--- src/rtl/ofdm_rx_pkg.sv ---
// Shared constants, writer state encoding and the bit-reversal helper for the
// OFDM receive path.
package ofdm_rx_pkg;
  localparam int N_FFT  = 64;
  localparam int N_LOG2 = 6;
  localparam int DATA_W = 8;
  localparam int SYM_W  = 8;

  typedef enum logic [1:0] {W_IDLE, W_FILL, W_DROP} wr_state_e;

  function automatic logic [N_LOG2-1:0] bit_rev(input logic [N_LOG2-1:0] a);
    logic [N_LOG2-1:0] r;
    for (int i = 0; i < N_LOG2; i++) r[i] = a[N_LOG2-1-i];
    return r;
  endfunction
endpackage

--- src/rtl/fft_buf_bank_ram.sv ---
// Simple dual-port RAM: one write port, one registered read port.
// Both ping-pong banks share it; the bank select is the address MSB.
module fft_buf_bank_ram #(
  parameter int W  = 16,
  parameter int AW = 7
) (
  input  logic          Clk,
  input  logic          we,
  input  logic [AW-1:0] waddr,
  input  logic [W-1:0]  wdata,
  input  logic          re,
  input  logic [AW-1:0] raddr,
  output logic [W-1:0]  rdata
);
  logic [W-1:0] mem [2**AW];
  logic [W-1:0] rdata_q;

  always_ff @(posedge Clk) begin
    if (we) mem[waddr] <= wdata;
    if (re) rdata_q <= mem[raddr];
  end

  assign rdata = rdata_q;
endmodule

--- src/rtl/fft_input_buffer.sv ---
// Ping-pong symbol buffer between the receive sample stream and the FFT.
// Define BIT_REVERSE_EN to stream each symbol in bit-reversed address order.
module fft_input_buffer #(
  parameter int DATA_W = ofdm_rx_pkg::DATA_W,
  parameter int N_LOG2 = ofdm_rx_pkg::N_LOG2,
  parameter int SYM_W  = ofdm_rx_pkg::SYM_W
) (
  input  logic              Clk,
  input  logic              Rst_n,
  input  logic              DataInEnable,
  input  logic [DATA_W-1:0] DataInRe,
  input  logic [DATA_W-1:0] DataInIm,
  input  logic [N_LOG2-1:0] DataInIndex,
  input  logic [SYM_W-1:0]  SymbolIn,
  output logic              DataOutValid,
  input  logic              DataOutReady,
  output logic [DATA_W-1:0] DataOutRe,
  output logic [DATA_W-1:0] DataOutIm,
  output logic [N_LOG2-1:0] DataOutIndex,
  output logic              DataOutLast,
  output logic [SYM_W-1:0]  SymbolOut,
  output logic              Overflow,
  output logic              FrameErr
);
  import ofdm_rx_pkg::*;

  localparam logic [N_LOG2-1:0] LAST_IDX = '1;

  typedef struct packed {
    logic [DATA_W-1:0] re;
    logic [DATA_W-1:0] im;
    logic [N_LOG2-1:0] idx;
    logic              last;
    logic [SYM_W-1:0]  tag;
  } beat_t;

  // writer
  wr_state_e              st_q, st_d;
  logic                   wbank_q, wbank_d;
  logic [N_LOG2-1:0]      exp_q, exp_d;
  logic [1:0]             full_q, full_d;
  logic [1:0][SYM_W-1:0]  tag_q, tag_d;
  logic                   ovf_q, ovf_d, ferr_q, ferr_d;
  logic                   we, start, set_full, bank_free;

  // reader: issue pointer runs ahead of the free pointer so the next bank
  // can be fetched while the previous symbol's tail is still in the output
  logic                   iss_bank_q, iss_bank_d;
  logic [N_LOG2-1:0]      iss_cnt_q, iss_cnt_d;
  logic                   rd_bank_q, rd_bank_d;
  logic [N_LOG2-1:0]      rd_addr;
  logic                   issue, pop, clr;
  logic [1:0]             occ;
  logic                   s1_vld_q, s1_vld_d;
  logic [N_LOG2-1:0]      s1_idx_q, s1_idx_d;
  logic                   s1_last_q, s1_last_d;
  logic [SYM_W-1:0]       s1_tag_q, s1_tag_d;
  logic [2*DATA_W-1:0]    ram_rdata;
  beat_t                  s1;
  beat_t                  out_q, out_d, skid_q, skid_d;
  logic                   out_vld_q, out_vld_d, skid_vld_q, skid_vld_d;

  assign bank_free = !full_q[wbank_q] || (clr && (rd_bank_q == wbank_q));

  always_comb begin
    st_d     = st_q;
    wbank_d  = wbank_q;
    exp_d    = exp_q;
    tag_d    = tag_q;
    ovf_d    = 1'b0;
    ferr_d   = 1'b0;
    we       = 1'b0;
    start    = 1'b0;
    set_full = 1'b0;
    if (DataInEnable) begin
      unique case (st_q)
        W_IDLE: start = (DataInIndex == '0);
        W_FILL: begin
          if (DataInIndex == exp_q) begin
            we    = 1'b1;
            exp_d = exp_q + 1'b1;
            if (DataInIndex == LAST_IDX) begin
              set_full = 1'b1;
              wbank_d  = ~wbank_q;
              st_d     = W_IDLE;
            end
          end else begin
            ferr_d = 1'b1;
            st_d   = W_IDLE;
            start  = (DataInIndex == '0);
          end
        end
        W_DROP: begin
          if (DataInIndex == '0)           start = 1'b1;
          else if (DataInIndex == LAST_IDX) st_d = W_IDLE;
        end
        default: st_d = W_IDLE;
      endcase
      if (start) begin
        if (bank_free) begin
          we             = 1'b1;
          tag_d[wbank_q] = SymbolIn;
          exp_d          = N_LOG2'(1);
          st_d           = W_FILL;
        end else begin
          ovf_d = 1'b1;
          st_d  = W_DROP;
        end
      end
    end
  end

`ifdef BIT_REVERSE_EN
  assign rd_addr = bit_rev(iss_cnt_q);
`else
  assign rd_addr = iss_cnt_q;
`endif

  assign pop   = out_vld_q && DataOutReady;
  assign clr   = pop && out_q.last;
  assign occ   = 2'(s1_vld_q) + 2'(out_vld_q) + 2'(skid_vld_q);
  // at most two beats in flight/buffered, so the skid slot never overflows
  assign issue = full_q[iss_bank_q] && ((occ - 2'(pop)) < 2'd2);
  assign s1    = '{re: ram_rdata[2*DATA_W-1:DATA_W], im: ram_rdata[DATA_W-1:0],
                   idx: s1_idx_q, last: s1_last_q, tag: s1_tag_q};

  always_comb begin
    full_d = full_q;
    if (clr)      full_d[rd_bank_q] = 1'b0;
    if (set_full) full_d[wbank_q]   = 1'b1;
    rd_bank_d  = clr ? ~rd_bank_q : rd_bank_q;
    iss_cnt_d  = issue ? iss_cnt_q + 1'b1 : iss_cnt_q;
    iss_bank_d = (issue && iss_cnt_q == LAST_IDX) ? ~iss_bank_q : iss_bank_q;
    s1_vld_d   = issue;
    s1_idx_d   = issue ? rd_addr : s1_idx_q;
    s1_last_d  = issue ? (iss_cnt_q == LAST_IDX) : s1_last_q;
    s1_tag_d   = issue ? tag_q[iss_bank_q] : s1_tag_q;

    out_d      = out_q;
    out_vld_d  = out_vld_q;
    skid_d     = skid_q;
    skid_vld_d = skid_vld_q;
    if (pop) begin
      if (skid_vld_q) begin
        out_d      = skid_q;
        skid_vld_d = s1_vld_q;
        if (s1_vld_q) skid_d = s1;
      end else begin
        out_vld_d = s1_vld_q;
        if (s1_vld_q) out_d = s1;
      end
    end else if (s1_vld_q) begin
      if (!out_vld_q) begin
        out_vld_d = 1'b1;
        out_d     = s1;
      end else begin
        skid_vld_d = 1'b1;
        skid_d     = s1;
      end
    end
  end

  fft_buf_bank_ram #(.W(2*DATA_W), .AW(N_LOG2+1)) u_ram (
    .Clk   (Clk),
    .we    (we),
    .waddr ({wbank_q, DataInIndex}),
    .wdata ({DataInRe, DataInIm}),
    .re    (issue),
    .raddr ({iss_bank_q, rd_addr}),
    .rdata (ram_rdata)
  );

  always_ff @(posedge Clk or negedge Rst_n) begin
    if (!Rst_n) begin
      st_q       <= W_IDLE;
      wbank_q    <= 1'b0;
      exp_q      <= '0;
      full_q     <= '0;
      tag_q      <= '0;
      ovf_q      <= 1'b0;
      ferr_q     <= 1'b0;
      iss_bank_q <= 1'b0;
      iss_cnt_q  <= '0;
      rd_bank_q  <= 1'b0;
      s1_vld_q   <= 1'b0;
      s1_idx_q   <= '0;
      s1_last_q  <= 1'b0;
      s1_tag_q   <= '0;
      out_q      <= '0;
      out_vld_q  <= 1'b0;
      skid_q     <= '0;
      skid_vld_q <= 1'b0;
    end else begin
      st_q       <= st_d;
      wbank_q    <= wbank_d;
      exp_q      <= exp_d;
      full_q     <= full_d;
      tag_q      <= tag_d;
      ovf_q      <= ovf_d;
      ferr_q     <= ferr_d;
      iss_bank_q <= iss_bank_d;
      iss_cnt_q  <= iss_cnt_d;
      rd_bank_q  <= rd_bank_d;
      s1_vld_q   <= s1_vld_d;
      s1_idx_q   <= s1_idx_d;
      s1_last_q  <= s1_last_d;
      s1_tag_q   <= s1_tag_d;
      out_q      <= out_d;
      out_vld_q  <= out_vld_d;
      skid_q     <= skid_d;
      skid_vld_q <= skid_vld_d;
    end
  end

  assign DataOutValid = out_vld_q;
  assign DataOutRe    = out_q.re;
  assign DataOutIm    = out_q.im;
  assign DataOutIndex = out_q.idx;
  assign DataOutLast  = out_q.last;
  assign SymbolOut    = out_q.tag;
  assign Overflow     = ovf_q;
  assign FrameErr     = ferr_q;
endmodule

--- config.mk ---
export PLATFORM = sky130hd
export DESIGN_NAME = fft_input_buffer
export DESIGN_NICKNAME = d
export VERILOG_FILES = /design/src/rtl/ofdm_rx_pkg.sv /design/src/rtl/fft_buf_bank_ram.sv /design/src/rtl/fft_input_buffer.sv
export SDC_FILE = /design/constraint.sdc
export NUM_CORES = 2
export LEC_CHECK = 0
export BUFFER_PORTS_ARGS = -buffer_cell sky130_fd_sc_hd__buf_4
export CAP_MARGIN = 20
export CORE_MARGIN = 1
export CORE_UTILIZATION = 25
export DETAILED_ROUTE_END_ITERATION = 8
export PLACE_DENSITY = 0.42
export RECOVER_POWER = 50
export REMOVE_ABC_BUFFERS = 1
export SKIP_CTS_REPAIR_TIMING = 1
export SYNTH_ARGS = -nofsm -noshare
export SYNTH_HDL_FRONTEND = slang
export SYNTH_SLANG_ARGS = --single-unit
--- constraint.sdc ---
create_clock -name Clk -period 3.3 [get_ports Clk]
set_input_delay 0.66 -clock Clk [delete_from_list [all_inputs] [get_ports Clk]]
set_output_delay 0.66 -clock Clk [all_outputs]
set_load 0.1 [all_outputs]
### After elaboration in Yosys (flattened, before gate mapping)

Memory sizes are Yosys's and may differ from the RTL's. A register that Yosys moved wholly into a read port is not among the register bits.
Index checks and enable logic that the tools add are counted.

| word-level totals | value |
|---|---|
| bits in registers | 117 |
| bits in writable memories | 2048 |
| input port bits | 34 |
| output and inout bits | 34 |
| logic and storage cells | 140 |
| memories | 1 |

| operators by class | value |
|---|---|
| add/sub/neg operators | 5 |
| order comparisons | 6 |
| equal/unequal tests | 12 |
| multiplexer cells | 62 |
| bitwise operators | 6 |
| reduce and logical (&&, ||, !) cells | 21 |

Memories:

| name | depth | width | rd ports | clocked after memory_dff | wr ports | RTL line | source |
|---|---|---|---|---|---|---|---|
| u_ram.mem | 128 | 16 | 1 | 1 | 1 | fft_buf_bank_ram.sv:15 | `logic [W-1:0] mem [2**AW];` |

Operator list:

| kind | number |
|---|---|
| 2-to-1 mux 31 bit | 9 |
| 2-to-1 mux 1 bit | 33 |
| 2-to-1 mux 6 bit | 4 |
| 2-to-1 mux 8 bit | 3 |
| bitwise mux 16 bit | 1 |
| 2-to-1 mux 2 bit | 7 |
| adder 6 x 1 -> 6 bit (second input constant) | 2 |
| equality test 6 bit (second input constant) | 2 |
| AND reduction 3 bit | 3 |
| demux 8 bit (select 1 bit) | 1 |
| != test 2 bit (second input constant) | 4 |
| AND reduction 4 bit | 2 |
| logical AND 1 bit | 7 |
| equality test 6 bit | 1 |
| logical NOT 6 bit | 1 |
| < comparator 1 x 2 -> 1 bit (second input constant) | 3 |
| case mux 2 bit (3 select lines) | 1 |
| nonzero test 2 bit | 3 |
| AND reduction 2 bit | 2 |
| != test 3 bit (second input constant) | 1 |
| inverter 1 bit | 3 |
| case mux 1 bit (3 select lines) | 1 |
| adder 1 x 1 -> 2 bit | 1 |
| adder 2 x 1 -> 2 bit | 1 |
| other kinds (14) | 16 |

### Logic depth before layout (Yosys ltp)

| depth | value |
|---|---|
| word-level depth | 9 |
| depth in mapped cells | 12 |
| mapped depth without buffers | 9 |

### Cells and area by module

From an unflattened synthesis, not the netlist that was laid out.

| unflattened totals | value |
|---|---|
| cell total of the unflattened synthesis | 3519 |
| area total of the unflattened synthesis | 84043.1 µm² |

Modules (own cells, without submodules):

| module | instances | cells an instance | area an instance (µm²) | seq. area each (µm²) |
|---|---|---|---|---|
| fft_buf_bank_ram | 1 | 3086 | 78683.0 | 61979.4 |
| fft_input_buffer | 1 | 433 | 5360.1 | 2927.8 |

### Worst setup path after synthesis

No wires, ideal clock.

| timing | value |
|---|---|
| path type | input port to flip-flop |
| from | input DataInIndex[5] |
| to | memory u_ram.mem[108][0], enable pin |
| setup time | 409 ps |
| arrival time | 3752 ps |
| data required time | 2891 ps |
| slack | -861 ps |
| stages | 8 |
| buffers on the path | 2 |
| path through | clkbuf_1 -> nor2_1 -> or4b_1 -> or2_4 -> a2111oi_4 -> o21ai_2 -> buf_2 -> nor3_1 |

| between the ends | value |
|---|---|
| cells in the longest elaborated chain, start to end | 8 |
| elaborated cells between the ends (all ways) | 13 |
| those cells by class | 1 x eq/ne; 11 x mux; 1 x reduce/logical |

RTL lines:

| item | RTL line | source |
|---|---|---|
| start, declared | fft_input_buffer.sv:13 | `input logic [N_LOG2-1:0] DataInIndex,` |
| equality test 6 bit or logical NOT 6 bit (tied branches) | -- |  |
| 2-to-1 mux 1 bit (on tied branches) | fft_input_buffer.sv:79, fft_input_buffer.sv:94 |  |
| case mux 1 bit (3 select lines) or 2-to-1 mux 1 bit (tied branches) | fft_input_buffer.sv:76 | `unique case (st_q)` |
| 2-to-1 mux 1 bit (on tied branches) | fft_input_buffer.sv:75, fft_input_buffer.sv:100 |  |
| 2-to-1 mux 1 bit | fft_input_buffer.sv:99 | `if (start) begin` |
| 2-to-1 mux 1 bit | fft_input_buffer.sv:75 | `if (DataInEnable) begin` |
| 2-to-1 mux 1 bit | fft_buf_bank_ram.sv:19 | `if (we) mem[waddr] <= wdata;` |
| 2-to-1 mux 1 bit (not written as such) | fft_buf_bank_ram.sv:19 |  |
| end, declared | fft_buf_bank_ram.sv:15 |  |

Several ways; a longest one is shown, not always the timed one. The select of a mux whose other input is x is not followed.

==> results.ini <==
[critical_path]
crit-reg2reg-capture=u_ram.rdata[13]$_DFFE_PP_
critical_path_class=reg2reg
setup.reg_to_reg.worst_slack_ps=60
end_kind=flip-flop
r2r_cells=7
cp_max_fo=28
worst_path_largest_cell_delay_ps=600
worst-endpoint-arrival_ps=3870
crit_path_cell_trace=buf_12, buf_4, mux4_2, mux2i_2, o21ai_0, a211o_1, o31a_1
cp-start-kind=flip-flop
reg2reg_from=iss_cnt_q[0]$_DFFE_PN0P_
critPathRequiredTime_ps=3930
critPathSlowestCell=mux4_2
critical_path_buf_inv_count=2
kind_of_cell_with_the_highest_combined_delay_on_the_critical_path=compound AO/OA/AOI/OAI gates

[die]
die-width_um=583.5
placement_rows=213
die_height_um=583.5
num_io_pins=68
design.die.area_um2=340500
start_util=0.2512
coreArea_um2=336600

[synth]
synth_top_cells_by_area=edfxtp_1 73%, mux4_2 10%, mux2i_1 4.6%
syn_area_per_cell_um2=20.43
synth_seq_area_share=0.7678
async_reset_ff_frac=0.05365
synthesis.yosys.warnings=0
synth_edf_count=2064
netlist.top_cell.by_area=edfxtp_1
postSynthCellCount=4138
synth-main-ff-cell=edfxtp_1
mappedNetlistArea_um2=84540
ys_types=60
synth_largest_type_area_fraction=0.7331
count_of_state_elements_after_synthesis=2181

[clocking]
cts_buffer_depth=4
tritoncts.num_buffers=243
clkTransAtPathRegs_ps=60
numClockSinks=2181
worstSkewPairLatency_ps=910
htree_levels=4
cts_tree=done
cts.root.buffer_cell=clkbuf_16

[placed_design]
portBuffers=67
dp.final_hpwl_mm=179.1
place_congestion=0.8071
instance_area_at_placement_um2=97320

[drt]
vias=44363
firstDrtPassIters=6
post_dr_wirelength_cell_um=28.60
detailedRoute.firstIterationViolations=4694
post_drt_antenna_nets=0
routed_wl_mm=273.6
vias_per_cell=4.637
drc=0

[finish]
layout.area.seq_um2=64920
final_common_cell=edfxtp_1
multi_input_comb_area_um2=19340
layout-area-overhead-vs-synth_pct=24.14
final_net_count=4888
post-route-cell-area_um2=104900
drive_gt1_frac=0.3240
share_of_the_core_filled_with_cells=0.3118
n_fill_cell=32428
layout.cells.most_common_list=2064 x edfxtp_1, 473 x buf_4, 392 x mux4_2

[flow_run]
max_cap_violations=24

[timing]
worst_slew_margin_rel=-1.263
fin_hold_viols=0
layout_worst_path_cycle_share=0.9815
finalCriticalPeriod_ps=3239
max_freq_ghz=0.3087
report.final.setup_viol=0
rsz0062_at_grt=false
slew_viol_final=1204
timing.clock.skew_ps=84.23
worst_pin_slew_ps=3395

[global_routing]
grt_util_all_layers=0.1583
number_of_antenna_violations_at_the_first_check_in_global_routing=17
first_global_vias=45458
overflow=0
grt_pass1_wl_mm=378.9
grt_start_max_net_pins=129

[hold_path]
hold_start=DataInEnable
min_path_cells=3
holdPathEnd=FrameErr$_DFF_PN0_
hp-class=in2reg

[power_and_ir_drop]
leak_nw=32.32
p_per_area_nw_per_um2=582.7
irDropWorstVdd_uv=416.8
power.total_mw=61.16

[run_status]
status=finished, violations left
failing_checks=max-capacitance violations, max-slew violations

-- worst max path at each step --
stage | depth (start not counted) | endpoint | startpoint
after global placement | 9 | u_ram.rdata[11]$_DFFE_PP_ | iss_cnt_q[0]$_DFFE_PN0P_
final | 7 | u_ram.rdata[13]$_DFFE_PP_ | iss_cnt_q[0]$_DFFE_PN0P_
after global routing | 7 | u_ram.rdata[13]$_DFFE_PP_ | iss_cnt_q[0]$_DFFE_PN0P_
after detailed placement | 9 | u_ram.rdata[11]$_DFFE_PP_ | iss_cnt_q[0]$_DFFE_PN0P_
after floorplan | 5 | u_ram.rdata[2]$_DFFE_PP_ | iss_cnt_q[0]$_DFFE_PN0P_
after CTS | 9 | u_ram.rdata[11]$_DFFE_PP_ | iss_cnt_q[0]$_DFFE_PN0P_
-- stage by stage --
stage                     worst slack [ps]  hold slack, ps  setup TNS (ps)  std cells
after floorplan                     -17860           364.4        -2960470       3893
after global placement              -339.9           482.6         -231730       9104
after detailed placement            -359.3           482.1         -288180       9104
after CTS                           -393.1          -255.2           -1105       9551
after global routing                 1.988           33.02               0       9564
final                                61.13           65.57               0       9568
-- registers in the layout, indices dropped and copies added, names as in the netlist, 2 cells and up --
signal and cells:
u_ram.mem 2048, skid_q 31, tag_q 16, u_ram.rdata 16
DataOutIm 8, DataOutRe 8, SymbolOut 8, s1_tag_q 8
DataOutIndex 6, exp_q 6, iss_cnt_q 6, s1_idx_q 6
full_q 2, st_q 2
-- Yosys cell counts (6+ instances only) --
master,instances
a31oi_1,10
buf_4,10
mux2_2,65
a22oi_1,95
edfxtp_1,2064
a41oi_1,12
o22a_1,8
xnor2_1,15
nand4_1,10
o22ai_1,48
o211ai_1,24
a211oi_1,18
nand2_1,103
and2_1,6
nand3_1,48
inv_1,8
clkbuf_1,93
dfrtp_1,117
mux2i_1,391
buf_1,40
nor3_1,120
nand2b_1,10
ha_1,9
a32oi_1,8
a21oi_1,67
a2111oi_0,20
mux4_2,392
nor2_1,100
o221ai_1,9
nor2b_1,15
o21ai_0,40
buf_2,102
a221oi_1,10
-- power breakdown --
group	switching, mW	internal [mW]	leakage (nW)
sequential	0.245	30.6	19.9
clock	11.2	15.8	3.82
combinational	2.64	0.668	8.56
total	14.1	47.1	32.3
-- worst min-delay path, cell delays in order --
cell and delay, ps:
buf_4 130, nand2_1 70, nor2_1 50
-- layer usage --
| layer | vias up | global-route usage | part of all wire |
|---|---|---|---|
| met1 | 24075 | 0.2261 | 0.46 |
| met3 | 304 | 0.02195 | 0.050 |
| met4 | 2 | 0.03497 | 0.022 |
| met5 | - | 0 | 0.000048 |
| met2 | 1345 | 0.2549 | 0.47 |
| li1 | 18637 | - | - |
-- cells by family (layout without fill, tap and decap cells) --
logic type / Yosys count / count (layout) / share of synthesized area
DFF: 2181 / 2181 / 0.7678
muxes: 848 / 848 / 0.1594
and+or+nand+nor: 435 / 435 / 0.02390
AOI/OAI and AO/OA: 391 / 391 / 0.03229
buffers and inverters: 254 / 1163 / 0.01323
xor gates and xnor gates: 20 / 20 / 0.002072
adders and majority gates: 9 / 9 / 0.001332
other: 0 / 6 / 0
-- cell type report --
cell class	count	share of cell area
flip-flops and latches	2181	0.6186
clock buffers	298	0.06040
clock inverters	149	0.01456
inverters	9	0.0003338
repair buffers	707	0.06777
multi-input cells	1703	0.1843
well taps	4515	0.05383
diodes	6	0.0001431
No activity file was read; power rests on OpenSTA's default activity.
